**src/rtl/cv32e40p_rf_recovery_pkg.sv**
```systemverilog
// Shared types and sizes for the register-file recovery sequencer.
package cv32e40p_rf_recovery_pkg;

  localparam int RF_ADDR_W = 6;
  localparam int NREG_INT  = 32;
  localparam int NREG_FP   = 32;

  typedef enum logic [2:0] {
    ST_IDLE,
    ST_SETBACK,
    ST_READ,
    ST_DRAIN,
    ST_DONE
  } rf_rec_state_e;

endpackage

```
**src/rtl/cv32e40p_rf_recovery.sv**
```systemverilog
// Restores the core register file from the golden copy, two registers per cycle.
// Define CV32E40P_RF_RECOVERY_FP_EN to also restore the FP registers f0-f31 (addr 32-63).
//
// state   | meaning
// IDLE    | waiting for start_i
// SETBACK | one cycle of core setback
// READ    | golden copy read of pair cnt/cnt+1
// DRAIN   | last write pair, no read
// DONE    | one-cycle done_o pulse
module cv32e40p_rf_recovery
  import cv32e40p_rf_recovery_pkg::*;
#(
  parameter bit RECOVER_X0 = 1'b0
) (
  input  logic                 clk_i,
  input  logic                 rst_ni,
  input  logic                 start_i,
  output logic                 busy_o,
  output logic                 done_o,
  output logic                 setback_o,
  output logic                 recover_o,
  output logic                 backup_o,
  output logic [RF_ADDR_W-1:0] raddr_a_o,
  output logic [RF_ADDR_W-1:0] raddr_b_o,
  input  logic [31:0]          bkp_rdata_a_i,
  input  logic [31:0]          bkp_rdata_b_i,
  output logic                 we_a_o,
  output logic                 we_b_o,
  output logic [RF_ADDR_W-1:0] waddr_a_o,
  output logic [RF_ADDR_W-1:0] waddr_b_o,
  output logic [31:0]          wdata_a_o,
  output logic [31:0]          wdata_b_o
);

`ifdef CV32E40P_RF_RECOVERY_FP_EN
  localparam int NREG = NREG_INT + NREG_FP;
`else
  localparam int NREG = NREG_INT;
`endif
  localparam logic [RF_ADDR_W-1:0] CNT_LAST = RF_ADDR_W'(NREG - 2);

  rf_rec_state_e        state_q, state_d;
  logic [RF_ADDR_W-1:0] cnt_q;
  logic                 we_a_q, we_b_q;
  logic [RF_ADDR_W-1:0] waddr_a_q, waddr_b_q;
  logic                 read_cycle;

  assign read_cycle = (state_q == ST_READ);

  always_ff @(posedge clk_i or negedge rst_ni) begin
    if (!rst_ni) begin
      state_q <= ST_IDLE;
    end else begin
      state_q <= state_d;
    end
  end

  always_comb begin
    state_d = state_q;
    case (state_q)
      ST_IDLE:    if (start_i) state_d = ST_SETBACK;
      ST_SETBACK: state_d = ST_READ;
      ST_READ:    if (cnt_q == CNT_LAST) state_d = ST_DRAIN;
      ST_DRAIN:   state_d = ST_DONE;
      ST_DONE:    state_d = ST_IDLE;
      default:    state_d = ST_IDLE;
    endcase
  end

  always_comb begin
    busy_o    = (state_q != ST_IDLE);
    done_o    = (state_q == ST_DONE);
    setback_o = (state_q == ST_SETBACK);
    recover_o = (state_q == ST_SETBACK) || (state_q == ST_READ) || (state_q == ST_DRAIN);
    backup_o  = read_cycle;
    raddr_a_o = read_cycle ? cnt_q : '0;
    raddr_b_o = read_cycle ? cnt_q + RF_ADDR_W'(1) : '0;
  end

  // Terminal compare clears the counter instead of letting it wrap.
  always_ff @(posedge clk_i or negedge rst_ni) begin
    if (!rst_ni) begin
      cnt_q <= '0;
    end else if (read_cycle && (cnt_q != CNT_LAST)) begin
      cnt_q <= cnt_q + RF_ADDR_W'(2);
    end else begin
      cnt_q <= '0;
    end
  end

  // Write stage trails the read by one cycle to match the golden-copy read latency.
  always_ff @(posedge clk_i or negedge rst_ni) begin
    if (!rst_ni) begin
      we_a_q    <= 1'b0;
      we_b_q    <= 1'b0;
      waddr_a_q <= '0;
      waddr_b_q <= '0;
    end else begin
      we_a_q    <= read_cycle && (RECOVER_X0 || (cnt_q != '0));
      we_b_q    <= read_cycle;
      waddr_a_q <= read_cycle ? cnt_q : '0;
      waddr_b_q <= read_cycle ? cnt_q + RF_ADDR_W'(1) : '0;
    end
  end

  assign we_a_o    = we_a_q;
  assign we_b_o    = we_b_q;
  assign waddr_a_o = waddr_a_q;
  assign waddr_b_o = waddr_b_q;
  assign wdata_a_o = we_a_q ? bkp_rdata_a_i : '0;
  assign wdata_b_o = we_b_q ? bkp_rdata_b_i : '0;

endmodule

```
**config.mk**
```make
export PLATFORM = sky130hd
export DESIGN_NAME = cv32e40p_rf_recovery
export DESIGN_NICKNAME = d
export VERILOG_FILES = /design/src/rtl/cv32e40p_rf_recovery_pkg.sv /design/src/rtl/cv32e40p_rf_recovery.sv
export SDC_FILE = /design/constraint.sdc
export NUM_CORES = 1
export LEC_CHECK = 0
export CORE_AREA = 8 8 80 82
export CTS_CLUSTER_SIZE = 40
export DETAILED_ROUTE_END_ITERATION = 12
export DIE_AREA = 0 0 88 90
export PLACE_DENSITY = 0.78
export RECOVER_POWER = 100
export SYNTH_ARGS = -nofsm -noshare
export SYNTH_HDL_FRONTEND = slang
export SYNTH_SLANG_ARGS = --single-unit
export TNS_END_PERCENT = 5
```
**constraint.sdc**
```tcl
create_clock -name clk_i -period 1.49 [get_ports clk_i]
set_clock_uncertainty 0.05 [all_clocks]
set_input_delay 0.298 -clock clk_i [delete_from_list [all_inputs] [get_ports clk_i]]
set_output_delay 0.298 -clock clk_i [all_outputs]
set_load 0.1 [all_outputs]
```
==> metrics.md, run 1 <==
| Metric | Value |
|---|---|
| Filler Cell Count | 283 |
| Data required, critical path | 1140 ps |
| Mean post-synth cell area | 9.14 um^2 |
| Sw Pwr | 5.27 mW |
| Share of total power in the clock network | 0.060 |
| CTS max path bufs | 2 |
| Final Max Tran Viols | 0 |
| Unique masters post-synth | 26 |
| Reg2reg setup slack | 230 ps |
| Total inserted antenna cells | 0 |
| Post-DR vias/cell | 4.13 |
| Final worst path period share | 1.18 |
| Crit path max-delay cell type | sky130_fd_sc_hd__dfrtp_2 |
| Power density over the cells | 2160 nW/um^2 |
| Ratio of cells with drive above 1 in the final layout | 0.647 |
| Total vias in the final route | 1560 |
| Total setup violations reported at the end of the flow | 82 |
| Class of the tightest hold or removal check | in -> async |
| Worst relative slew slack | 0.644 |
| Area Growth Syn to Fin | 245% |
| Sequential share of the synthesized area | 0.443 |
| Area of the mapped netlist | 1240 um^2 |
| # rows | 27 |
| DP Cell Count | 367 |
| Synthesized netlist cell count | 136 |
| Critical R2R Capture | cnt_q[5] |
| Worst stage delay on the critical path | 430 ps |
| Overall routed net length | 7.06 mm |
| Maximum fanout count along the critical path | 6 |
| Placer's final routability congestion estimate | 0.772 |
| Number of nets with antenna violations after detailed routing | 0 |
| Global-route total usage across every layer | 0.168 |
| Total half-perimeter wirelength after legalization and detailed placement | 5.88 mm |
| Tightest hold margin | 475 ps |
| Die area | 7920 um^2 |
| IO Pins | 162 |
| Commonest non-fill, non-tap cell in the layout | sky130_fd_sc_hd__buf_12 |
| Final #Nets | 375 |
| Highest-count cells in the layout ignoring fill and taps | sky130_fd_sc_hd__buf_12 (96), sky130_fd_sc_hd__and2_4 (72), sky130_fd_sc_hd__clkdlybuf4s50_1 (65), sky130_fd_sc_hd__dfrtp_1 (18), sky130_fd_sc_hd__nor2_1 (7) |
| Pleak | 1.87 nW |
| Sw Share | 0.568 |
| CP cell instances | nor2_4 -> nand2_4 -> clkinvlp_4 -> and2_4 -> buf_12 |
| Maximum level of the CTS H-tree | 1 |
| Height of the chip | 90 um |
| Reg2reg path depth | 6 |
| Pin count of the biggest net entering global routing | 34 |
| Number of sinks driven by the clock tree | 22 |
| Later-pin clock latency in the skew report | 270 ps |
| Synthesis-stage register bit count | 22 |
| Buffers added on ports | 160 |
| Fin. Hold Viols | 0 |
| Arrival time of data at the critical path endpoint | 1410 ps |
| Clock slew at reported path FFs | 80 ps |
| Via count of the first global-routing pass | 1653 |
| RSZ-0062 raised after global routing | true |
| Outcome | complete, but fails checks |
| Cell-internal power | 4.00 mW |
| Critical Path Sink Type | output pin |
| First-pass GRT wire length | 10.1 mm |
| Least-Margin Pin Slew | 534 ps |
| Post-Place Cell Area | 4090 um^2 |
| Combinational share of power | 0.834 |
| Synthesis warning total | 0 |
| Hold bufs inserted after CTS | 0 |
| Clock buffers created by TritonCTS | 3 |
| GR Overflow Total | 0 |
| Effective utilization at floorplan | 0.238 |
| TritonCTS clock tree | yes |
| Die extent in x | 88 um |
| Max Cap Violations | 0 |
| Maximum frequency from static timing analysis | 568 MHz |
| Area of the core region | 5240 um^2 |
| Crit path setup slack, layout | -272 ps |
| Reg-to-reg startpoint | state_q[2] |
| Violation count after the first detailed-route iteration | 27 |
| Average wire per standard cell | 18.7 um |
| DRT Pass-1 Iters | 4 |
| Design area | 4300 um^2 |
| Clock period minus worst slack | 1760 ps |
| Buffering stage count on the worst path with inverters included | 2 |
| Sequential power share | 0.106 |
| Critical path class | reg -> out |
| Violated checks | setup timing |
| Startpoint type of the worst setup path | flop |
| Antenna violations before repair | 0 |
| Number of remaining DRC errors | 0 |
| Critical path's top delay family | flip-flops |
| Final cell count without fillers | 378 |
| Peak supply drop | 0.00215 V |
| Cell at the root of the clock tree | sky130_fd_sc_hd__clkbuf_8 |
==> area by class of cell <==
class                   count  area, um^2  area share
repair inverters            1        7.51     0.00175
flip-flops and latches     22         561       0.130
clock inverters             1        30.0     0.00699
inverters                   3        16.3     0.00379
multi-input cells         104         857       0.199
well taps                  72        90.1      0.0210
clock buffers               3        41.3     0.00961
repair buffers            172        2690       0.627
==> kinds of logic after synthesis <==
family | count (synthesis) | synth area share
buffers and inverters | 11 | 0.0423
AO/OA/AOI/OAI | 3 | 0.0141
XOR/XNOR | 3 | 0.0211
adder cells (fa/ha/maj) | 1 | 0.0101
flip-flops | 22 | 0.443
AND/OR/NAND/NOR | 95 | 0.467
other | 1 | 0.00302
==> cell usage after synthesis (all sizes together) <==
| cell type | count | area [um^2] |
|---|---|---|
| a21oi | 1 | 5.00 |
| or3 | 1 | 6.26 |
| buf | 2 | 18.8 |
| nand2 | 1 | 6.26 |
| o21ai | 1 | 5.00 |
| and3b | 1 | 8.76 |
| and2 | 75 | 469 |
| nor2 | 9 | 36.3 |
| dfrtp | 22 | 551 |
| xor2 | 2 | 17.5 |
| nor3 | 1 | 5.00 |
| ha | 1 | 12.5 |
| nor3b | 2 | 20.0 |
| or2 | 1 | 6.26 |
| nand3 | 2 | 10.0 |
| nor2b | 1 | 6.26 |
| inv | 3 | 11.3 |
| nand4 | 1 | 6.26 |
| conb | 1 | 3.75 |
| xnor2 | 1 | 8.76 |
| clkbuf | 6 | 22.5 |
| o21a | 1 | 7.51 |
==> per-stage QoR <==
stage | util | setup slack (ps) | total power [mW] | TNS [ps]
floorplan | - | -176 | 5.70 | -8840
global placement | 0.780 | 6.12 | 8.37 | 0
detailed placement | 0.780 | -22.5 | 8.45 | -27.7
CTS | 0.802 | -266 | 9.14 | -15960
global route | 0.821 | -318 | 9.50 | -17330
finish | 0.821 | -272 | 9.27 | -13760
==> power groups by stage <==
stage               Sequential (mW)  Combinational, mW  Clock [mW]
global placement               1.01               7.36           0
CTS                            1.03               7.53       0.575
global route                   1.01               7.89       0.599
floorplan                      1.23               4.47           0
detailed placement             1.02               7.42           0
finish                        0.984               7.73       0.558
==> registers in the layout, indices dropped and copies added (netlist names) <==
register   cells
cnt_q          5
we_b_o         1
waddr_b_o      6
state_q        3
we_a_o         1
waddr_a_o      6
==> worst register-to-register path: cells and delay by family, from the launching register on <==
kind | cells | cell delay (ps)
and+or+nand+nor | 3 | 360
buffers and inverters | 2 | 270
AOI/OAI and AO/OA | 1 | 90
DFF | 1 | 430
==> timing repair <==
action,4_1_cts,5_1_grt
setup endpoints to repair,82,82
buffers inserted,1,3
endpoints found under the hold margin,0,0
resized for setup,8,5
pin swaps,16,20
gates cloned,1,2
==> worst max-delay path by stage <==
stage,start,to,slack [ps],cells past startpoint
6_report,state_q[2],raddr_b_o[1],-270,5
5_1_grt,state_q[2],raddr_a_o[5],-320,5
4_1_cts,state_q[0],busy_o,-270,3
3_5_place_dp,state_q[2],raddr_b_o[5],-20,5
3_3_place_gp,state_q[0],raddr_b_o[5],6,5
2_1_floorplan,state_q[2],raddr_a_o[1],-180,5
==> layer usage <==
metal,GRT usage,wire length [um],up-vias
met5,0,0,-
met4,0.0402,67,0
met3,0.0446,507,6
met2,0.338,4140,63
met1,0.157,2340,737
li1,-,-,754
Power figures use the tool's default switching activity.
==> inputs of run 2 (changes only) <==
- CAP_MARGIN: not set -> 40
==> results of run 2 <==
Same layout as run 1: the final DEF is identical, and so are final timing and power.
